===== src/rtl/mips_mem_arbiter_if.sv =====
// Requester, memory and debug-visibility signals of the MIPS memory arbiter.
// slave = arbiter side, master = requesters/memory/observer side.
interface mips_mem_arbiter_if #(
   parameter int AW = 10,
   parameter int DW = 32
);
   logic          if_req;
   logic [AW-1:0] if_addr;
   logic          if_gnt;
   logic          if_rvalid;

   logic          dm_req;
   logic          dm_we;
   logic [AW-1:0] dm_addr;
   logic [DW-1:0] dm_wdata;
   logic          dm_gnt;
   logic          dm_rvalid;

   logic          dbg_req;
   logic          dbg_we;
   logic [AW-1:0] dbg_addr;
   logic [DW-1:0] dbg_wdata;
   logic          dbg_gnt;
   logic          dbg_rvalid;

   logic [DW-1:0] rdata;
   logic          mem_en;
   logic          mem_we;
   logic [AW-1:0] mem_addr;
   logic [DW-1:0] mem_wdata;
   logic [DW-1:0] mem_rdata;

   logic          busy;
   logic [3:0]    starve_cnt;
   // FSM state: 0 IDLE, 1 GRANT, 2 WAIT, 3 RESP
   logic [1:0]    arb_state;

   // Handshake: a requester holds req and its fields until it sees its
   // one-cycle gnt; read data comes back on rdata with a one-cycle rvalid.
   modport slave (
      input  if_req, if_addr,
      input  dm_req, dm_we, dm_addr, dm_wdata,
      input  dbg_req, dbg_we, dbg_addr, dbg_wdata,
      input  mem_rdata,
      output if_gnt, if_rvalid, dm_gnt, dm_rvalid, dbg_gnt, dbg_rvalid,
      output rdata, mem_en, mem_we, mem_addr, mem_wdata,
      output busy, starve_cnt, arb_state
   );

   modport master (
      output if_req, if_addr,
      output dm_req, dm_we, dm_addr, dm_wdata,
      output dbg_req, dbg_we, dbg_addr, dbg_wdata,
      output mem_rdata,
      input  if_gnt, if_rvalid, dm_gnt, dm_rvalid, dbg_gnt, dbg_rvalid,
      input  rdata, mem_en, mem_we, mem_addr, mem_wdata,
      input  busy, starve_cnt, arb_state
   );
endinterface


===== src/rtl/mips_mem_arbiter.sv =====
// Single-port memory arbiter for IF / DM / DBG over a fixed-latency memory.
// Priority DBG > DM > IF, with IF force-granted after STARVE_LIMIT losses.
module mips_mem_arbiter #(
   parameter int AW           = 10,
   parameter int DW           = 32,
   parameter int MEM_LAT      = 1,
   parameter int STARVE_LIMIT = 4
) (
   input  logic clock,
   input  logic reset_n,
   mips_mem_arbiter_if.slave bus
);
   typedef enum logic [1:0] {IDLE = 2'd0, GRANT = 2'd1, WAIT = 2'd2, RESP = 2'd3} state_e;

   localparam logic [1:0] ID_IF  = 2'd0;
   localparam logic [1:0] ID_DM  = 2'd1;
   localparam logic [1:0] ID_DBG = 2'd2;
   localparam logic [2:0] LAT_INIT   = 3'(MEM_LAT);
   localparam logic [3:0] STARVE_MAX = 4'(STARVE_LIMIT);

   state_e        state_q;
   logic [1:0]    id_q;
   logic          we_q;
   logic [2:0]    lat_q;
   logic [3:0]    starve_q;
   logic          if_gnt_q, dm_gnt_q, dbg_gnt_q;
   logic          if_rv_q, dm_rv_q, dbg_rv_q;
   logic          mem_en_q, mem_we_q, busy_q;
   logic [AW-1:0] mem_addr_q;
   logic [DW-1:0] mem_wdata_q, rdata_q;

   logic          any_req, force_if;
   logic [1:0]    win_d;
   logic          win_we_d;
   logic [AW-1:0] win_addr_d;
   logic [DW-1:0] win_wdata_d;
   logic [3:0]    starve_d;

   // Winner and starvation update, consumed only at IDLE/RESP edges.
   always_comb begin
      any_req     = bus.if_req | bus.dm_req | bus.dbg_req;
      force_if    = bus.if_req && (starve_q == STARVE_MAX);
      win_d       = ID_IF;
      win_we_d    = 1'b0;
      win_addr_d  = bus.if_addr;
      win_wdata_d = '0;
      if (!force_if && bus.dbg_req) begin
         win_d       = ID_DBG;
         win_we_d    = bus.dbg_we;
         win_addr_d  = bus.dbg_addr;
         win_wdata_d = bus.dbg_wdata;
      end else if (!force_if && bus.dm_req) begin
         win_d       = ID_DM;
         win_we_d    = bus.dm_we;
         win_addr_d  = bus.dm_addr;
         win_wdata_d = bus.dm_wdata;
      end
      starve_d = starve_q;
      if (!bus.if_req || win_d == ID_IF) begin
         starve_d = '0;
      end else if (starve_q != STARVE_MAX) begin
         starve_d = starve_q + 4'd1;
      end
   end

   always_ff @(posedge clock or negedge reset_n) begin
      if (!reset_n) begin
         state_q     <= IDLE;
         id_q        <= ID_IF;
         we_q        <= 1'b0;
         lat_q       <= '0;
         starve_q    <= '0;
         if_gnt_q    <= 1'b0;
         dm_gnt_q    <= 1'b0;
         dbg_gnt_q   <= 1'b0;
         if_rv_q     <= 1'b0;
         dm_rv_q     <= 1'b0;
         dbg_rv_q    <= 1'b0;
         mem_en_q    <= 1'b0;
         mem_we_q    <= 1'b0;
         busy_q      <= 1'b0;
         mem_addr_q  <= '0;
         mem_wdata_q <= '0;
         rdata_q     <= '0;
      end else begin
         if_gnt_q  <= 1'b0;
         dm_gnt_q  <= 1'b0;
         dbg_gnt_q <= 1'b0;
         if_rv_q   <= 1'b0;
         dm_rv_q   <= 1'b0;
         dbg_rv_q  <= 1'b0;
         mem_en_q  <= 1'b0;
         mem_we_q  <= 1'b0;
         case (state_q)
            IDLE, RESP: begin
               starve_q <= starve_d;
               if (any_req) begin
                  state_q     <= GRANT;
                  busy_q      <= 1'b1;
                  id_q        <= win_d;
                  we_q        <= win_we_d;
                  mem_en_q    <= 1'b1;
                  mem_we_q    <= win_we_d;
                  mem_addr_q  <= win_addr_d;
                  mem_wdata_q <= win_wdata_d;
                  if_gnt_q    <= (win_d == ID_IF);
                  dm_gnt_q    <= (win_d == ID_DM);
                  dbg_gnt_q   <= (win_d == ID_DBG);
               end else begin
                  state_q <= IDLE;
                  busy_q  <= 1'b0;
               end
            end
            GRANT: begin
               state_q <= WAIT;
               lat_q   <= LAT_INIT;
            end
            WAIT: begin
               if (lat_q == 3'd1) begin
                  state_q <= RESP;
                  lat_q   <= '0;
                  // Writes leave rdata untouched and return no pulse.
                  if (!we_q) begin
                     rdata_q  <= bus.mem_rdata;
                     if_rv_q  <= (id_q == ID_IF);
                     dm_rv_q  <= (id_q == ID_DM);
                     dbg_rv_q <= (id_q == ID_DBG);
                  end
               end else begin
                  lat_q <= lat_q - 3'd1;
               end
            end
            default: state_q <= IDLE;
         endcase
      end
   end

   assign bus.if_gnt     = if_gnt_q;
   assign bus.dm_gnt     = dm_gnt_q;
   assign bus.dbg_gnt    = dbg_gnt_q;
   assign bus.if_rvalid  = if_rv_q;
   assign bus.dm_rvalid  = dm_rv_q;
   assign bus.dbg_rvalid = dbg_rv_q;
   assign bus.rdata      = rdata_q;
   assign bus.mem_en     = mem_en_q;
   assign bus.mem_we     = mem_we_q;
   assign bus.mem_addr   = mem_addr_q;
   assign bus.mem_wdata  = mem_wdata_q;
   assign bus.busy       = busy_q;
   assign bus.starve_cnt = starve_q;
   assign bus.arb_state  = state_q;
endmodule


===== src/flat_wrapper.sv =====
// flat-port wrapper written by rule: the top's interface ports become plain ports
module mips_mem_arbiter_flat 
#(
   parameter int AW           = 10,
   parameter int DW           = 32,
   parameter int MEM_LAT      = 1,
   parameter int STARVE_LIMIT = 4
)
  (clock, reset_n, bus_if_req, bus_if_addr, bus_dm_req, bus_dm_we, bus_dm_addr, bus_dm_wdata, bus_dbg_req, bus_dbg_we, bus_dbg_addr, bus_dbg_wdata, bus_mem_rdata, bus_if_gnt, bus_if_rvalid, bus_dm_gnt, bus_dm_rvalid, bus_dbg_gnt, bus_dbg_rvalid, bus_rdata, bus_mem_en, bus_mem_we, bus_mem_addr, bus_mem_wdata, bus_busy, bus_starve_cnt, bus_arb_state);
  mips_mem_arbiter_if #(.AW(AW), .DW(DW)) bus_i ();
  input  logic clock;
  input  logic reset_n;
  input wire logic [$bits(bus_i.if_req)-1:0] bus_if_req;
  input wire logic [$bits(bus_i.if_addr)-1:0] bus_if_addr;
  input wire logic [$bits(bus_i.dm_req)-1:0] bus_dm_req;
  input wire logic [$bits(bus_i.dm_we)-1:0] bus_dm_we;
  input wire logic [$bits(bus_i.dm_addr)-1:0] bus_dm_addr;
  input wire logic [$bits(bus_i.dm_wdata)-1:0] bus_dm_wdata;
  input wire logic [$bits(bus_i.dbg_req)-1:0] bus_dbg_req;
  input wire logic [$bits(bus_i.dbg_we)-1:0] bus_dbg_we;
  input wire logic [$bits(bus_i.dbg_addr)-1:0] bus_dbg_addr;
  input wire logic [$bits(bus_i.dbg_wdata)-1:0] bus_dbg_wdata;
  input wire logic [$bits(bus_i.mem_rdata)-1:0] bus_mem_rdata;
  output wire logic [$bits(bus_i.if_gnt)-1:0] bus_if_gnt;
  output wire logic [$bits(bus_i.if_rvalid)-1:0] bus_if_rvalid;
  output wire logic [$bits(bus_i.dm_gnt)-1:0] bus_dm_gnt;
  output wire logic [$bits(bus_i.dm_rvalid)-1:0] bus_dm_rvalid;
  output wire logic [$bits(bus_i.dbg_gnt)-1:0] bus_dbg_gnt;
  output wire logic [$bits(bus_i.dbg_rvalid)-1:0] bus_dbg_rvalid;
  output wire logic [$bits(bus_i.rdata)-1:0] bus_rdata;
  output wire logic [$bits(bus_i.mem_en)-1:0] bus_mem_en;
  output wire logic [$bits(bus_i.mem_we)-1:0] bus_mem_we;
  output wire logic [$bits(bus_i.mem_addr)-1:0] bus_mem_addr;
  output wire logic [$bits(bus_i.mem_wdata)-1:0] bus_mem_wdata;
  output wire logic [$bits(bus_i.busy)-1:0] bus_busy;
  output wire logic [$bits(bus_i.starve_cnt)-1:0] bus_starve_cnt;
  output wire logic [$bits(bus_i.arb_state)-1:0] bus_arb_state;
  assign bus_i.if_req = bus_if_req;
  assign bus_i.if_addr = bus_if_addr;
  assign bus_i.dm_req = bus_dm_req;
  assign bus_i.dm_we = bus_dm_we;
  assign bus_i.dm_addr = bus_dm_addr;
  assign bus_i.dm_wdata = bus_dm_wdata;
  assign bus_i.dbg_req = bus_dbg_req;
  assign bus_i.dbg_we = bus_dbg_we;
  assign bus_i.dbg_addr = bus_dbg_addr;
  assign bus_i.dbg_wdata = bus_dbg_wdata;
  assign bus_i.mem_rdata = bus_mem_rdata;
  assign bus_if_gnt = bus_i.if_gnt;
  assign bus_if_rvalid = bus_i.if_rvalid;
  assign bus_dm_gnt = bus_i.dm_gnt;
  assign bus_dm_rvalid = bus_i.dm_rvalid;
  assign bus_dbg_gnt = bus_i.dbg_gnt;
  assign bus_dbg_rvalid = bus_i.dbg_rvalid;
  assign bus_rdata = bus_i.rdata;
  assign bus_mem_en = bus_i.mem_en;
  assign bus_mem_we = bus_i.mem_we;
  assign bus_mem_addr = bus_i.mem_addr;
  assign bus_mem_wdata = bus_i.mem_wdata;
  assign bus_busy = bus_i.busy;
  assign bus_starve_cnt = bus_i.starve_cnt;
  assign bus_arb_state = bus_i.arb_state;
  mips_mem_arbiter #(.AW(AW), .DW(DW), .MEM_LAT(MEM_LAT), .STARVE_LIMIT(STARVE_LIMIT)) u_core (.clock(clock), .reset_n(reset_n), .bus(bus_i));
endmodule

===== config.mk =====
export PLATFORM = sky130hd
export DESIGN_NAME = mips_mem_arbiter_flat
export DESIGN_NICKNAME = d
export VERILOG_FILES = /design/src/rtl/mips_mem_arbiter_if.sv /design/src/rtl/mips_mem_arbiter.sv /design/src/flat_wrapper.sv
export SDC_FILE = /design/constraint.sdc
export NUM_CORES = 1
export LEC_CHECK = 0
export CAP_MARGIN = 20
export CORE_AREA = 2 2 92 116
export DETAILED_ROUTE_END_ITERATION = 12
export DIE_AREA = 0 0 94 118
export GPL_TIMING_DRIVEN = 0
export PLACE_DENSITY = 0.89
export SLEW_MARGIN = 10
export SYNTH_ARGS = -nofsm -noshare
export SYNTH_HDL_FRONTEND = slang
export SYNTH_SLANG_ARGS = --single-unit

===== constraint.sdc =====
create_clock -name clock -period 2.68 [get_ports clock]
set_input_delay 0.67 -clock clock [delete_from_list [all_inputs] [get_ports clock]]
set_output_delay 0.67 -clock clock [all_outputs]
set_load 0.02 [all_outputs]

Yosys cells after proc, flatten, opt, wreduce, memory -nomap -nowiden
Cells that the tools add are included.
{"block": "classes", "add_sub_neg": 2, "n_eq_ne": 11, "n_mux": 34, "bitwise": 3, "reduce_logical": 15}
{"op": "32-bit two-way mux", "n": 2}
{"op": "1-bit two-way mux", "n": 23}
{"op": "10-bit two-way mux", "n": 2}
{"op": "2-bit equality test (second input constant)", "n": 4}
{"op": "4-bit two-way mux", "n": 2}
{"op": "2-bit by 1-bit equality test with 1-bit output (second input constant)", "n": 3}
{"op": "2-bit logical NOT", "n": 3}
{"op": "2-bit case mux with 3 select lines", "n": 1}
{"op": "3-bit case mux with 2 select lines", "n": 1}
{"op": "4-bit by 1-bit adder with 4-bit output (second input constant)", "n": 1}
{"op": "4-bit by 3-bit equality test with 1-bit output (second input constant)", "n": 1}
{"op": "2-bit two-way mux", "n": 2}
{"op": "4-bit by 3-bit inequality test with 1-bit output (second input constant)", "n": 1}
{"op": "2-bit AND reduction", "n": 2}
{"op": "2-bit nonzero test", "n": 2}
{"op": "3-bit by 1-bit equality test with 1-bit output (second input constant)", "n": 1}
{"op": "1-bit logical AND", "n": 3}
{"op": "3-bit two-way mux", "n": 1}
{"op": "3-bit AND reduction", "n": 1}
{"op": "3-bit by 1-bit subtractor with 3-bit output (second input constant)", "n": 1}
{"op": "1-bit logical NOT", "n": 2}
{"op": "2-bit by 1-bit inequality test with 1-bit output (second input constant)", "n": 1}
{"op": "1-bit bitwise OR", "n": 2}
{"op": "2-bit OR reduction", "n": 1}
{"op": "2 further kinds", "n": 2}
{"block": "totals", "reg_bits": 95, "input_bits": 133, "out_inout_bits": 89}

Longest topological paths before layout
{"block": "depth", "ltp_word": 10, "depth_mapped": 8, "ltp_nobuf": 6}

Worst setup path after synthesis
OpenSTA, ideal clock, no wires.
{"block": "synth_path", "path_kind": "register to register", "startpoint": "register u_core.state_q[0], in the netlist u_core.bus.arb_state[0]", "endpoint": "register u_core.mem_wdata_q[31], in the netlist u_core.bus.mem_wdata[31]", "setup_ns": 0.127, "arrival_time_ns": 1.777, "required_ns": 2.553, "path_slack_ns": 0.775, "path_stages_with_launch": 9, "n_path_buf": 3, "synth_period_minus_slack_ns": 1.905, "path_cell_list": "dfrtp_1 -> inv_1 -> ha_1 -> buf_2 -> o31ai_4 -> buf_2 -> buf_2 -> a222oi_1 -> inv_1"}
{"block": "synth_between", "elab_chain_cells": 3, "elab_cells_between_ends": 4, "classes_between": "1 x eq/ne; 3 x reduce/logical"}
{"element": "start: declaration", "line": "mips_mem_arbiter.sv:21", "text": "state_e state_q;"}
{"element": "start signal: assignment", "line": "mips_mem_arbiter.sv:68", "text": "state_q <= IDLE;"}
{"element": "start signal: assignment", "line": "mips_mem_arbiter.sv:98", "text": "state_q <= GRANT;"}
{"element": "start signal: assignment", "line": "mips_mem_arbiter.sv:110", "text": "state_q <= IDLE;"}
{"element": "2-bit equality test / 2-bit logical NOT (equally long branches)", "line": "mips_mem_arbiter.sv:94", "text": "case (state_q)"}
{"element": "2-bit OR reduction *", "line": "mips_mem_arbiter.sv:94"}
{"element": "2-bit AND reduction (no line) *"}
{"element": "end signal: assignment", "line": "mips_mem_arbiter.sv:105", "text": "mem_wdata_q <= win_wdata_d;"}
{"element": "end: declaration", "line": "mips_mem_arbiter.sv:30", "text": "logic [DW-1:0] mem_wdata_q, rdata_q;"}
Every way passes the cells marked *; elsewhere a longest branch is shown, timed or not.
A chain may end at the register's enable or synchronous reset.

Worst setup path in the final report
{"block": "layout_path", "startpoint": "input bus_if_req", "endpoint": "register u_core.mem_wdata_q[13], in the netlist u_core.bus.mem_wdata[13]"}
{"block": "layout_between", "elab_chain_cells": 5, "elab_cells_between_ends": 9, "classes_between": "2 x mux; 2 x bitwise; 5 x reduce/logical"}
{"element": "start: declaration", "line": "flat_wrapper.sv:13", "text": "input wire logic [$bits(bus_i.if_req)-1:0] bus_if_req;"}
{"element": "1-bit logical AND", "line": "mips_mem_arbiter.sv:42", "text": "force_if = bus.if_req && (starve_q == STARVE_MAX);"}
{"element": "1-bit logical NOT", "line": "mips_mem_arbiter.sv:47, mips_mem_arbiter.sv:52"}
{"element": "1-bit logical AND", "line": "mips_mem_arbiter.sv:52", "text": "end else if (!force_if && bus.dm_req) begin"}
{"element": "32-bit two-way mux", "line": "mips_mem_arbiter.sv:52"}
{"element": "32-bit two-way mux", "line": "mips_mem_arbiter.sv:47", "text": "if (!force_if && bus.dbg_req) begin"}
Parallel ways exist; a longest one is shown, timed or not.

==> flow_summary.yaml <==
route:
  wirelength_um: 12600
  drcViolationCount: 0
  ant_nets: 0
  drt-vias-per-instance: 5.25
  routed-via-count: 3719
  dr.first_iter.drc_count: 232
  routedWlPerCell_um: 17.8
  dr.pass1.iters: 8
place:
  dpl_cell_area_um2: 6530
  place_ws_ns: 0.0412
  place_congestion: 0.806
  place_hpwl_um: 9880
  portBuffers: 221
timing:
  setup_tns_ns: 0
  finalSetupViolCount: 0
  rsz0062_at_grt: "no"
  fin_skew_ns: 0.00913
  period_needed_ns: 2.31
  worst_slack_ns: 0.371
  tightestPinTransition_ns: 0.510
  timing.fmax_mhz: 433
  slew_headroom_pct: 66.0
  final_hold_viol_count: 0
  slew_violations: 0
  post-route-period-util_pct: 86.1
synthesis:
  synth_area_per_cell_um2: 12.1
  async_flop_share_pct: 100
  ys_seq_elements: 95
  synthCells: 342
  syn_area_um2: 4130
  synth_edf_count: 0
  synthesis.nets: 480
  synth_seq_area_share_pct: 57.6
  synth.distinct_cells: 38
  yosys_most_used_dff: "dfrtp_1"
  ys_warn_count: 0
clocking:
  cts_tree: "yes"
  cts_sinks: 95
  insertion_delay_ns: 0.34
  cts_root_buf: "clkbuf_16"
  path_clk_slew_ns: 0.07
  cts_setup_buffers: 0
  clockBufferDepth: 2
  cts_hold_buffers: 0
  ctsResizeCount: 0
  htree_num_levels: 3
  cts_buffers: 9
floorplan:
  dieArea_um2: 11100
  rows: 41
  initial_core_util_pct: 41.3
  die_w_um: 94
  die_h_um: 118
  core_um2: 10000
  ios: 222
global_routing:
  use_met3_pct: 6.53
  antenna_found_initial: 0
  gr-total-overflow: 0
  busiest_layer: "met2"
  grtUsageMet1_pct: 24.3
  met2_usage_pct: 42.0
  grt_first_pass_wirelength_um: 19600
  grt_max_degree: 63
  gr-usage-all-layers_pct: 22.7
  grt_pass1_vias: 3884
critical_path:
  cp_max_fo: 10
  worstPathRequired_ns: 2.88
  reg2reg_from: "u_core.bus.arb_state[0]$_DFFE_PN0P_"
  crit_path_top_delay_cell: "clkdlybuf4s50_1"
  crit_type: "in -> reg"
  cp-start-kind: "input port"
  rrSetupSlack_ns: 0.59
  path_buf_inv: 4
  cp_cell_sequence: "clkdlybuf4s50_1, nand4b_4, and3_1, buf_6, buf_2, a222oi_1, inv_1"
  r2r.worst_path.cells: 8
  cp_data_arrival_time_ns: 2.51
  end_kind: "flop"
  critPathTopFamily: "buffers and inverters"
  timing.rr.end: "u_core.bus.mem_wdata[31]$_DFFE_PN0P_"
  cpPeakStageDelay_ns: 0.67
power_and_ir_drop:
  p_comb_share_pct: 54.6
  p_leak_nw: 3.12
  p_int_w: 0.00507
  clockPowerShare_pct: 15.6
  power_density_nw_per_um2: 1220
  ir_drop_v: 0.000527
  seqPwrFrac_pct: 29.7
  swShare_pct: 39.3
  p_sw_w: 0.00328
cells_and_area:
  fin_area_um2: 6830
  nNetsFinal: 713
  final_util_pct: 68.3
  diodes: 0
  drive_gt1_share_pct: 6.90
  fillers: 717
  ff_latch_area_um2: 2380
  multi_input_area_um2: 1410
  syn_to_final_growth_pct: 65.5
run:
  cap_violations: 0
status:
  status: "finished clean"
min_path:
  min_path_type: "in -> async"
-- cells in the mapped netlist, types with 2 or more instances --
| cell | number | area share, % |
|---|---|---|
| buf_2 | 12 | 1.5 |
| o31ai_1 | 8 | 1.5 |
| a221o_1 | 8 | 1.9 |
| buf_6 | 6 | 1.6 |
| nand3_1 | 9 | 1.1 |
| nand2_1 | 15 | 1.4 |
| and3b_1 | 3 | 0.64 |
| and3_1 | 2 | 0.30 |
| o21ai_1 | 3 | 0.36 |
| clkbuf_1 | 7 | 0.64 |
| a21oi_1 | 2 | 0.24 |
| o221ai_1 | 2 | 0.42 |
| dfrtp_1 | 95 | 58 |
| nand2b_1 | 2 | 0.30 |
| o21ai_0 | 14 | 1.7 |
| inv_1 | 48 | 4.4 |
| ha_1 | 5 | 1.5 |
| mux2_1 | 32 | 8.7 |
| nor2b_1 | 3 | 0.45 |
| a31oi_1 | 2 | 0.30 |
| nand3b_1 | 3 | 0.55 |
| nor2_1 | 8 | 0.73 |
| nor3_1 | 3 | 0.36 |
| a21o_1 | 5 | 0.91 |
| a222oi_1 | 32 | 7.8 |
-- sequential cells by signal, indices dropped and copies added (netlist names), 2 cells and up --
signal	flops
u_core.bus.starve_cnt	4
u_core.bus.mem_wdata	32
u_core.id_q	2
u_core.bus.rdata	32
u_core.bus.arb_state	2
u_core.bus.mem_addr	10
u_core.lat_q	3
-- kinds of logic after synthesis --
kind of cell,after synthesis,share of synthesized area [%]
flops,95,57.6
compound gates,80,16.2
buf+inv,75,8.28
simple gates,55,7.67
mux,32,8.73
fa+ha+maj,5,1.52
-- stage by stage --
step | hold slack, ns | std cells | power [W]
global placement | 0.452 | 692 | 0.00688
detailed placement | 0.473 | 693 | 0.00709
global route | 0.313 | 709 | 0.00885
CTS | 0.294 | 709 | 0.00841
finish | 0.282 | 709 | 0.00835
floorplan | 0.374 | 342 | 0.00500
-- cell usage in the layout, fill, tap and decap left out, types with 3 or more instances in the layout --
cell type	count
nor3_1	3
o21ai_0	14
clkbuf_16	9
inv_1	48
nand2_1	15
a221o_1	8
and3b_1	3
a222oi_1	32
clkbuf_1	7
nand3b_1	3
ha_1	5
dfrtp_1	95
o31ai_1	8
clkdlybuf4s50_1	220
nand3_1	9
mux2_1	32
nor2_1	8
o21ai_1	3
buf_6	6
a21o_1	5
nor2b_1	3
buf_2	12
-- per-layer routing --
metal	up-vias	share of wire [%]
met3	21	8.0
li1	1716	-
met4	0	2.1
met5	-	0
met1	1787	35
met2	195	55
-- layout make-up --
type	count	area share (%)
Sequential cell	95	34.8
Multi-Input combinational cell	172	20.6
Clock inverter	6	0.971
Timing Repair Buffer	222	32.7
Tap cell	129	2.36
Buffer	26	2.31
Clock buffer	10	3.50
Inverter	49	2.69
-- worst max-delay path by stage --
stage | from | to | slack, ns | cells after the start
6_report | bus_if_req | u_core.bus.mem_wdata[13]$_DFFE_PN0P_ | 0.37 | 7
5_1_grt | bus_if_req | u_core.bus.mem_wdata[23]$_DFFE_PN0P_ | 0.32 | 7
4_1_cts | bus_if_req | u_core.bus.mem_wdata[13]$_DFFE_PN0P_ | 0.40 | 7
3_3_place_gp | reset_n | u_core.bus.mem_addr[4]$_DFFE_PN0P_ | -2.42 | 1
2_1_floorplan | u_core.bus.arb_state[0]$_DFFE_PN0P_ | u_core.bus.mem_wdata[31]$_DFFE_PN0P_ | 0.78 | 8
3_5_place_dp | bus_if_req | u_core.bus.mem_wdata[26]$_DFFE_PN0P_ | 0.04 | 7
-- worst reg2reg max path, delay by kind of cell (launching register included) --
kind,cells,cell delay (ns)
compound gates,2,0.50
buf+inv,5,0.78
flops,1,0.39
fa+ha+maj,1,0.30
-- power by group through the flow --
stage / registers, W / clock network [W] / logic (W)
after floorplan: 0.00323 / 0 / 0.00178
after global placement: 0.00246 / 0 / 0.00442
after detailed placement: 0.00250 / 0 / 0.00459
after CTS: 0.00248 / 0.00132 / 0.00460
after global routing: 0.00255 / 0.00140 / 0.00489
final: 0.00248 / 0.00131 / 0.00456
Note: power is estimated with default switching activity, not from simulation.
